==> config.mk <==
export PLATFORM = sky130hd
export DESIGN_NAME = demux_32_8_flat
export DESIGN_NICKNAME = d
export VERILOG_FILES = /design/src/rtl/demux_32_8_if.sv /design/src/rtl/demux_32_8.sv /design/src/flat_wrapper.sv
export SDC_FILE = /design/constraint.sdc
export NUM_CORES = 1
export LEC_CHECK = 0
export BUFFER_PORTS_ARGS = -buffer_cell sky130_fd_sc_hd__buf_4
export CORE_AREA = 2 2 88 90
export CTS_CLUSTER_SIZE = 30
export DETAILED_ROUTE_END_ITERATION = 8
export DIE_AREA = 0 0 90 92
export PLACE_DENSITY = 0.76
export SETUP_SLACK_MARGIN = 0.2
export SLEW_MARGIN = 10
export SYNTH_ARGS = -nofsm -noshare
export SYNTH_HDL_FRONTEND = slang
export SYNTH_SLANG_ARGS = --single-unit
==> constraint.sdc <==
create_clock -name clk_4f -period 1.5 [get_ports clk_4f]
set_input_delay 0.15 -clock clk_4f [delete_from_list [all_inputs] [get_ports clk_4f]]
set_output_delay 0.15 -clock clk_4f [all_outputs]
set_load 0.005 [all_outputs]
==> src/rtl/demux_32_8_if.sv <==
`default_nettype none
// +----------------------------------------------------------------------------+
// | Module   : demux_32_8_if                                                   |
// | Brief    : Word-in / byte-out bus bundle for the 32->8 serializer.         |
// | Revision : 1.0  initial release                                            |
// +----------------------------------------------------------------------------+
interface demux_32_8_if;
  logic [31:0] data_in;
  logic        valid_in;
  logic        ready_out;
  logic [7:0]  data_out;
  logic        valid_out;
  logic        last_out;

  // Sender / byte-lane consumer side
  modport master (
    output data_in, valid_in,
    input  ready_out, data_out, valid_out, last_out
  );

  // Serializer side
  modport slave (
    input  data_in, valid_in,
    output ready_out, data_out, valid_out, last_out
  );
endinterface
`default_nettype wire

==> src/rtl/demux_32_8.sv <==
`default_nettype none
// +----------------------------------------------------------------------------+
// | Module   : demux_32_8                                                      |
// | Brief    : 32-bit word to 8-bit beat serializer with one-word holding reg; |
// |            LSB_FIRST_EN (define) reverses the byte order.                  |
// | Revision : 1.0  initial release                                            |
// +----------------------------------------------------------------------------+
module demux_32_8 #(
  parameter logic [7:0] IDLE_BYTE = 8'h00
) (
  input wire          clk_4f,
  input wire          reset_L,
  demux_32_8_if.slave bus
);

  typedef enum logic [0:0] {
    IDLE = 1'b0,
    SEND = 1'b1
  } state_t;

  state_t      r_state;
  state_t      w_state_nxt;
  logic [1:0]  r_byte_idx;
  logic [1:0]  w_byte_idx_nxt;
  logic [31:0] r_hold;
  logic        r_hold_full;
  logic [31:0] r_shift;
  logic [31:0] w_shift_nxt;
  logic [7:0]  r_data_out;
  logic [7:0]  w_data_nxt;
  logic        r_valid_out;
  logic        w_valid_nxt;
  logic        r_last_out;
  logic        w_last_nxt;
  logic        w_accept;
  logic        w_load;

  function automatic logic [7:0] byte_sel(input logic [31:0] word, input logic [1:0] idx);
`ifdef LSB_FIRST_EN
    case (idx)
      2'd0:    byte_sel = word[7:0];
      2'd1:    byte_sel = word[15:8];
      2'd2:    byte_sel = word[23:16];
      default: byte_sel = word[31:24];
    endcase
`else
    case (idx)
      2'd0:    byte_sel = word[31:24];
      2'd1:    byte_sel = word[23:16];
      2'd2:    byte_sel = word[15:8];
      default: byte_sel = word[7:0];
    endcase
`endif
  endfunction

  // Load needs hold_full, accept needs !hold_full, so they are mutually exclusive
  assign w_accept = bus.valid_in & ~r_hold_full;
  assign w_load   = r_hold_full & ((r_state == IDLE) | (r_byte_idx == 2'd3));

  always_comb begin
    w_state_nxt    = r_state;
    w_byte_idx_nxt = r_byte_idx;
    w_shift_nxt    = r_shift;
    w_data_nxt     = r_data_out;
    w_valid_nxt    = r_valid_out;
    w_last_nxt     = r_last_out;
    if (w_load) begin
      w_state_nxt    = SEND;
      w_byte_idx_nxt = 2'd0;
      w_shift_nxt    = r_hold;
      w_data_nxt     = byte_sel(r_hold, 2'd0);
      w_valid_nxt    = 1'b1;
      w_last_nxt     = 1'b0;
    end else if (r_state == SEND) begin
      if (r_byte_idx != 2'd3) begin
        w_byte_idx_nxt = r_byte_idx + 2'd1;
        w_data_nxt     = byte_sel(r_shift, r_byte_idx + 2'd1);
        w_valid_nxt    = 1'b1;
        w_last_nxt     = (r_byte_idx == 2'd2);
      end else begin
        w_state_nxt    = IDLE;
        w_data_nxt     = IDLE_BYTE;
        w_valid_nxt    = 1'b0;
        w_last_nxt     = 1'b0;
      end
    end
  end

  always_ff @(posedge clk_4f or negedge reset_L) begin
    if (!reset_L) begin
      r_state     <= IDLE;
      r_byte_idx  <= 2'd0;
      r_hold      <= 32'd0;
      r_hold_full <= 1'b0;
      r_shift     <= 32'd0;
      r_data_out  <= IDLE_BYTE;
      r_valid_out <= 1'b0;
      r_last_out  <= 1'b0;
    end else begin
      r_state     <= w_state_nxt;
      r_byte_idx  <= w_byte_idx_nxt;
      r_shift     <= w_shift_nxt;
      r_data_out  <= w_data_nxt;
      r_valid_out <= w_valid_nxt;
      r_last_out  <= w_last_nxt;
      if (w_accept) begin
        r_hold <= bus.data_in;
      end
      if (w_load) begin
        r_hold_full <= 1'b0;
      end else if (w_accept) begin
        r_hold_full <= 1'b1;
      end
    end
  end

  assign bus.ready_out = ~r_hold_full;
  assign bus.data_out  = r_data_out;
  assign bus.valid_out = r_valid_out;
  assign bus.last_out  = r_last_out;

endmodule
`default_nettype wire
==> src/flat_wrapper.sv <==
// flat-port wrapper written by rule: the top's interface ports become plain ports
module demux_32_8_flat 
#(
  parameter logic [7:0] IDLE_BYTE = 8'h00
)
  (clk_4f, reset_L, bus_data_in, bus_valid_in, bus_ready_out, bus_data_out, bus_valid_out, bus_last_out);
  demux_32_8_if bus_i ();
  input wire clk_4f;
  input wire reset_L;
  input wire logic [$bits(bus_i.data_in)-1:0] bus_data_in;
  input wire logic [$bits(bus_i.valid_in)-1:0] bus_valid_in;
  output wire logic [$bits(bus_i.ready_out)-1:0] bus_ready_out;
  output wire logic [$bits(bus_i.data_out)-1:0] bus_data_out;
  output wire logic [$bits(bus_i.valid_out)-1:0] bus_valid_out;
  output wire logic [$bits(bus_i.last_out)-1:0] bus_last_out;
  assign bus_i.data_in = bus_data_in;
  assign bus_i.valid_in = bus_valid_in;
  assign bus_ready_out = bus_i.ready_out;
  assign bus_data_out = bus_i.data_out;
  assign bus_valid_out = bus_i.valid_out;
  assign bus_last_out = bus_i.last_out;
  demux_32_8 #(.IDLE_BYTE(IDLE_BYTE)) u_core (.clk_4f(clk_4f), .reset_L(reset_L), .bus(bus_i));
endmodule
# [Word level (Yosys, flattened, before mapping)]
# Cells that the tools add are included.
[totals] mem_count=0 latchBits=0 reg_bits=78 out_inout_bits=11 wordCells=41 romBits=0 mem_bits_rw=0 inputBits=35
[classes] mux=17 reduce_logical=5 n_div=0 n_shift=0 bitwise=5 n_lt_le_gt_ge=0 mul=0 addsub=1 n_eq_ne=5
[ops] op="2-to-1 mux 8 bit" count=3
[ops] op="one-hot mux 8 bit (3 select lines)" count=1
[ops] op="2-to-1 mux 1 bit" count=10
[ops] op="== test 2 bit (second input constant)" count=3
[ops] op="2-to-1 mux 2 bit" count=3
[ops] op="nonzero test 2 bit" count=3
[ops] op="adder 2 x 1 -> 2 bit (second input constant)" count=1
[ops] op="bitwise AND 1 bit" count=2
[ops] op="== test 2 x 1 -> 1 bit (second input constant)" count=1
[ops] op="logical NOT 2 bit" count=1
[ops] op="inequality test 2 bit (second input constant)" count=1
[ops] op="inverter 1 bit" count=2
[ops] op="AND reduction 2 bit" count=1
[ops] op="OR 1 bit" count=1

# [Logic depth before layout (Yosys ltp)]
# Gate-level depths: netlist of the first run.
[depth] word_depth=6 ltp_mapped=7 mapped_depth_nobuf=5

# [Worst setup path after synthesis of the first run]
# No wires, ideal clock.
[synth_path] path_kind="register to register" startpoint="register u_core.r_byte_idx[0]" endpoint="register u_core.r_data_out[0] (netlist: u_core.bus.data_out[0])" arrival_ps=1555 t_required_ps=1374 setup_ps=126 period_less_slack_ps=1681 path_slack_ps=-181 stages_incl_launch_ff=7 n_path_buf=2 cell_sequence="dfrtp_1 ha_1 nand2b_2 and2_1 buf_6 buf_6 a221o_1"
[synth_via] elab_chain_cells=6 elab_cells_between_ends=13 classes_between="add/sub: 1; eq/ne: 4; mux: 4; bitwise: 2; reduce/logical: 2"
[synth_rtl] item="from (decl)" line_no="demux_32_8.sv:23" source="logic [1:0] r_byte_idx;"
[synth_rtl] item="from (signal assigned)" line_no="demux_32_8.sv:101" source="r_byte_idx <= w_byte_idx_nxt;"
[synth_rtl] item="adder 2 x 1 -> 2 bit" line_no="demux_32_8.sv:77" source="w_data_nxt = byte_sel(r_shift, r_byte_idx + 2'd1);"
[synth_rtl] item="== test 2 bit (tied with other cells)" line_no="demux_32_8.sv:47" source="case (idx)"
[synth_rtl] item="one-hot mux 8 bit (3 select lines)" line_no="demux_32_8.sv:47"
[synth_rtl] item="2-to-1 mux 8 bit" line_no="demux_32_8.sv:75" source="if (r_byte_idx != 2'd3) begin"
[synth_rtl] item="2-to-1 mux 8 bit" line_no="demux_32_8.sv:74" source="end else if (r_state == SEND) begin"
[synth_rtl] item="2-to-1 mux 8 bit" line_no="demux_32_8.sv:67" source="if (w_load) begin"
[synth_rtl] item="to (signal assigned)" line_no="demux_32_8.sv:103" source="r_data_out <= w_data_nxt;"
[synth_rtl] item="to (decl)" line_no="demux_32_8.sv:29" source="logic [7:0] r_data_out;"
# Several ways; a longest one is shown, not always the timed one. The select of a mux whose other input is x is not followed.
# A chain may end at the register's enable or synchronous reset.

# [Worst setup path after layout of the first run]
[layout_path] startpoint="register u_core.r_byte_idx[0]" endpoint="register u_core.r_shift[22]"
[layout_via] elab_chain_cells=3
[layout_rtl] item="== test 2 bit" line_no="demux_32_8.sv:58" source="assign w_load = r_hold_full & ((r_state == IDLE) | (r_byte_idx == 2'd3));"
[layout_rtl] item="OR 1 bit" line_no="demux_32_8.sv:58"
[layout_rtl] item="bitwise AND 1 bit" line_no="demux_32_8.sv:58"
[layout_rtl] item="to (signal assigned)" line_no="demux_32_8.sv:102" source="r_shift <= w_shift_nxt;"
[layout_rtl] item="to (decl)" line_no="demux_32_8.sv:27" source="logic [31:0] r_shift;"
# No other way between the ends.

==> out/results.txt, run 1 <==
Max Clk Rate = 623 MHz
Crit end category = flip-flop
Initial DRC count = 123
Count of unique library cells instantiated by Yosys = 25
GPL Wtd Cong = 0.786
Max-slew headroom = 73.6%
RR Startpoint = u_core.r_byte_idx[0]
RSZ-0062 raised after global routing = yes
Crit path from = u_core.r_byte_idx[0]
Cell Chain, Critical Path = ha_2 -> nand2b_4 -> and2_2 -> mux2_2
Root Driver = clkbuf_8
Drt via density = 5.44
Die width = 90 microns
ANT nets after route = 0
Maximum VDD drop = 0.958 mV
# fillers = 580
Setup violators final = 25
Status = finished, violations left
Critical path's top delay family = simple AND/OR/NAND/NOR gates
Nets = 343
WHS Path Cells = 2
Vias in the first global route = 2263
Max Root-Sink Buffers = 2
Clock power frac = 13.7%
Final WL = 8.20 mm
WP buf/inv = 0
DP HPWL = 4.45 mm
Worst hold start = bus_data_in[6]
Slew Limit Fails = 0
Die area = 8280 sq um
Layout area overhead = 40.1%
CP Launch Type = flip-flop
CTS clk-pin slew, worst paths = 80 ps
Critical Path Fanout Max = 8
DP Cell Count = 379
Total core area = 7450 sq um
Fin. Hold Viols = 0
Failing checks = negative setup slack
Warnings, synthesis = 0
Ys flop type = dfrtp_1
Most frequent cells in the layout = dfrtp_1 (77), buf_4 (58), mux2_4 (49), nand3_1 (11), buf_6 (10)
# diodes = 0
Req. time, crit path = 1740 ps
DR DRC count = 0
Flops & latches, synth = 78
Syn Inst Count = 231
First-pass GRT wire length = 11.6 mm
Pin count of the biggest net entering global routing = 50
Max-cap violations = 0
Via count = 2231
Sink Count = 78
Pre-CTS setup slack = -107 ps
Clock skew = 9.82 ps
Async SR Flop Fraction = 100%
Switching share of power = 35.2%
Leading post-synthesis cells by cell area = dfrtp_1 (61%), mux2_2 (20%), a221o_1 (2.2%)
Total track usage = 18.2%
Grt total ovfl = 0
Crit Path Category = reg2reg
Sequential share of the synthesized area = 60.6%
Switch Pwr = 3.89 mW
Hold Path Class = in2reg
Commonest non-fill, non-tap cell in the layout = dfrtp_1
Ports = 46
Final Instance Area = 4510 sq um
Post-Syn Area = 3220 sq um
Setup TNS = -1140 ps
Setup slack on the worst flop-to-flop path = -110 ps
Layout cell share with drive strength beyond 1 = 59.4%
CTS tree = built
WL/cell = 20.0 microns
Clock latency on the worst-skew pair = 350 ps
Drt pass-1 iters = 4
Worst Hold Endpoint = u_core.r_hold[6]
R2R Path End = u_core.r_shift[22]
Non-Filler Instances = 410
Final period util = 107%
I/O Buffers = 45
Logic pwr share = 49.6%
Post-synth EDFFs = 0
Area leader, netlist = dfrtp_1
Hold Slack = 24.0 ps
CTS Buf Count = 9
Antenna violations before repair = 0
Minimum clock period = 1610 ps
Arr. time, crit path = 1850 ps
Starting Density = 43.2%
R2R cell count = 4
Slowest cell on the critical path = dfrtp_1
Syn_nets = 271
Die H = 92 microns
Area share of the largest cell type after synthesis = 60.6%
Leakage power = 2.04 nW
CTS H-Tree Depth = 3
Syn avg cell area = 13.9 sq um
Post-Place Cell Area = 3760 sq um
Power share of the sequential group = 36.8%
Pint = 7.17 mW
# rows = 32
P per Cell Area = 2450 nW/um^2
Worst-Margin Slew = 395 ps
Fin worst setup slack = -106 ps
Largest stage delay on the critical path = 430 ps
synth_stat cells, types with 2 or more instances:
master    instances
mux2_2           56
a22oi_1           8
inv_1            12
buf_6             5
clkbuf_1          4
a221oi_1          8
nand3_1          11
dfrtp_1          78
o21ai_0          10
a221o_1           7
ha_1              5
nand2_1           2
a21oi_1           8
buf_2             6
cells by family (layout without fill, tap and decap cells):
family	Yosys count	after routing	synth area share (%)
muxes	56	56	19.6
DFF	78	78	60.6
and+or+nand+nor	19	22	3.15
adders and majority gates	5	5	1.94
buffers and inverters	29	103	4.89
AOI/OAI and AO/OA	44	44	9.83
flip-flops by register name (all words and copies together), names as in the netlist:
name and cells:
u_core.r_hold 32, u_core.r_shift 32, u_core.bus.data_out 8, u_core.r_byte_idx 2
u_core.bus.last_out 1, u_core.bus.valid_out 1, u_core.r_hold_full 1, u_core.r_state 1
power by group through the flow:
| stage | logic (mW) | registers [mW] | clock network [mW] |
|---|---|---|---|
| 4_1_cts | 4.26 | 3.94 | 1.53 |
| 3_3_place_gp | 3.42 | 3.87 | 0 |
| 6_report | 5.48 | 4.07 | 1.51 |
| 5_1_grt | 5.81 | 4.16 | 1.63 |
| 2_1_floorplan | 2.70 | 3.66 | 0 |
| 3_5_place_dp | 3.57 | 3.91 | 0 |
final cells by class:
| type | instances | area [sq um] | area share (%) |
|---|---|---|---|
| Inverter | 12 | 57.6 | 1.28 |
| Multi-Input combinational cell | 127 | 1520 | 33.7 |
| Tap cell | 102 | 128 | 2.83 |
| Sequential cell | 78 | 1950 | 43.3 |
| Timing Repair Buffer | 75 | 668 | 14.8 |
| Clock buffer | 12 | 135 | 3.00 |
| Clock inverter | 4 | 47.5 | 1.05 |
metrics by stage:
stage	total power, mW	utilization (%)
finish	11.1	60.6
detailed placement	7.48	50.5
floorplan	6.36	-
CTS	9.72	55.9
global route	11.6	60.6
global placement	7.30	50.5
worst max path at each step:
stage / cells after the start / slack, ps / endpoint
global placement: 5 / -50 / u_core.bus.data_out[6]
CTS: 5 / -10 / u_core.bus.data_out[5]
finish: 4 / -110 / u_core.r_shift[22]
global route: 4 / -130 / u_core.r_shift[22]
floorplan: 6 / -30 / u_core.bus.data_out[0]
detailed placement: 6 / -110 / u_core.bus.data_out[5]
what timing repair did:
action,CTS,global route
gates cloned,2,2
hold buffers,1,0
pin swaps,6,7
gates resized for setup,49,65
buffers inserted,2,8
hold endpoints to repair,78,0
setup endpoints to repair,74,76
routing by layer:
layer	track usage [%]	vias up	share of wire, %
li1	-	986	-
met2	28.9	76	50
met5	0	-	0
met4	8.72	0	3.9
met3	4.93	24	5.7
met1	23.2	1145	41
Note: power is estimated with default switching activity, not from simulation.
==> run 2, diff against run 1 <==
Settings changed: PLACE_DENSITY 0.76 to 0.74.
Clock period 1.5 ns to 1.9 ns, I/O delays scaled along.
==> run 2 against run 1 <==
- the run now ends clean
- clock power shrank 26%
- wire length decreased by 22%
- cell area is 13% lower
- combinational power is 49% lower
- highest routed layer unchanged
==> out/results.txt, run 2 (synthesized netlist as in run 1, its figures left out) <==
Starting Density = 43.2% (unchanged)
Clock skew = 7.70 ps (was 9.82 ps)
DP HPWL = 4.21 mm (was 4.45 mm)
DR DRC count = 0 (unchanged)
Crit end category = flip-flop (unchanged)
Slew Limit Fails = 0 (unchanged)
P per Cell Area = 1780 nW/um^2 (was 2450 nW/um^2)
CTS clk-pin slew, worst paths = 80 ps (about the same)
Commonest non-fill, non-tap cell in the layout = dfrtp_1 (unchanged)
Sink Count = 78 (unchanged)
Die H = 92 microns (unchanged)
Die area = 8280 sq um (unchanged)
Fin. Hold Viols = 0 (unchanged)
Initial DRC count = 144 (was 123)
RSZ-0062 raised after global routing = no (was yes)
Final period util = 85.4% (was 107%)
Pin count of the biggest net entering global routing = 43 (was 50)
CTS H-Tree Depth = 3 (unchanged)
# diodes = 0 (unchanged)
Minimum clock period = 1620 ps (was 1610 ps)
Critical Path Fanout Max = 17 (was 8)
Via count = 2036 (was 2231)
Layout cell share with drive strength beyond 1 = 46.0% (was 59.4%)
CP Launch Type = flip-flop (unchanged)
Max-slew headroom = 62.8% (was 73.6%)
Arr. time, crit path = 1850 ps (about the same)
Drt pass-1 iters = 4 (unchanged)
Antenna violations before repair = 0 (unchanged)
Crit path from = u_core.r_byte_idx[0] (unchanged)
# rows = 32 (unchanged)
Grt total ovfl = 0 (unchanged)
Nets = 322 (was 343)
Max Clk Rate = 616 MHz (was 623 MHz)
CTS tree = built (unchanged)
Clock latency on the worst-skew pair = 350 ps (about the same)
Leakage power = 1.72 nW (was 2.04 nW)
Most frequent cells in the layout = dfrtp_1 (78), mux2_2 (56), buf_4 (52), inv_1 (12), clkbuf_8 (12) (was dfrtp_1 (77), buf_4 (58), mux2_4 (49), nand3_1 (11), buf_6 (10))
Setup TNS = 0 ps (was -1140 ps)
Max-cap violations = 0 (unchanged)
Root Driver = clkbuf_8 (unchanged)
Req. time, crit path = 2130 ps (was 1740 ps)
Fin worst setup slack = 278 ps (was -106 ps)
Vias in the first global route = 2020 (was 2263)
DP Cell Count = 370 (was 379)
ANT nets after route = 0 (unchanged)
Setup violators final = 0 (was 25)
Total core area = 7450 sq um (unchanged)
Die width = 90 microns (unchanged)
Hold Path Class = in2reg (unchanged)
Final WL = 6.36 mm (was 8.20 mm)
CTS Buf Count = 9 (unchanged)
Worst-Margin Slew = 558 ps (was 395 ps)
# fillers = 660 (was 580)
Layout area overhead = 21.3% (was 40.1%)
Total track usage = 16.3% (was 18.2%)
RR Startpoint = u_core.r_byte_idx[0] (unchanged)
WL/cell = 16.4 microns (was 20.0 microns)
Ports = 46 (unchanged)
Max Root-Sink Buffers = 2 (unchanged)
I/O Buffers = 45 (unchanged)
Status = complete, no violations (was finished, violations left)
Crit Path Category = reg2reg (unchanged)
Maximum VDD drop = 0.727 mV (was 0.958 mV)
Drt via density = 5.26 (was 5.44)
Worst hold start = bus_data_in[19] (was bus_data_in[6])
First-pass GRT wire length = 10.4 mm (was 11.6 mm)
Non-Filler Instances = 387 (was 410)
GPL Wtd Cong = 0.828 (was 0.786)
Pre-CTS setup slack = 168 ps (was -107 ps)
run 2: cell count changes in the layout (fill, tap and decap cells not counted), sizes merged:
cell | previous run | this run
and2 | 4 | 1
buf | 72 | 55
bufinv | 1 | 0
clkinv | 2 | 1
clkinvlp | 1 | 0
run 2: final timing paths:
kind                                           to  slack (ps)  cells past startpoint
min in group asynchronous       u_core.r_hold[22]         380                      2
setup / recovery           u_core.bus.data_out[2]         280                      5
hold / removal                  u_core.r_hold[19]          70                      2
max in group asynchronous      u_core.r_shift[16]         930                      3
setup reg to reg           u_core.bus.data_out[2]         280                      5
hold reg to reg                 u_core.r_shift[8]         500                      1
run 2: cell type report:
cell class,instances,area [sq um],area share (%)
tap,102,128,3.27
timing repair buffer,57,485,12.4
clock inverter,1,5.00,0.128
multi-input combinational,124,1120,28.8
inverter,12,45.0,1.15
clock buffer,13,169,4.32
sequential,78,1950,50.0
run 2: through the flow:
step	hold slack (ps)	util, %	power [mW]	cell area [sq um]
2_1_floorplan	-106	-	4.94	3220
3_3_place_gp	207	49.4	5.63	3680
3_5_place_dp	223	49.4	5.75	3680
4_1_cts	59.8	52.0	6.89	3870
5_1_grt	56.6	52.5	7.45	3910
6_report	73.6	52.5	6.95	3910
run 2: critical path: stages, from the launching register on:
cell and delay (ps):
dfrtp_1 390, ha_1 200, nand2b_2 180, and2_4 210, buf_12 160, a221o_1 350
run 2: where the power goes:
part	switching (mW)	total [mW]	internal (mW)	leakage, nW
logic	1.21	2.79	1.58	0.702
registers	0.508	3.04	2.53	0.924
clock network	0.557	1.12	0.566	0.0914
run 2: timing repair:
action	4_1_cts	5_1_grt
setup buffers	1	0
hold buffers	1	0
cloned	0	1
endpoints found under the setup margin	28	8
gates resized for setup	1	4
hold endpoints to repair	41	0
run 2: layer usage:
| metal | routed length [microns] | up-vias | global-route usage [%] |
|---|---|---|---|
| met3 | 290 | 15 | 4.85 |
| met1 | 2740 | 1041 | 21.7 |
| met4 | 150 | 0 | 7.44 |
| li1 | - | 935 | - |
| met5 | 0 | - | 0 |
| met2 | 3170 | 45 | 24.9 |
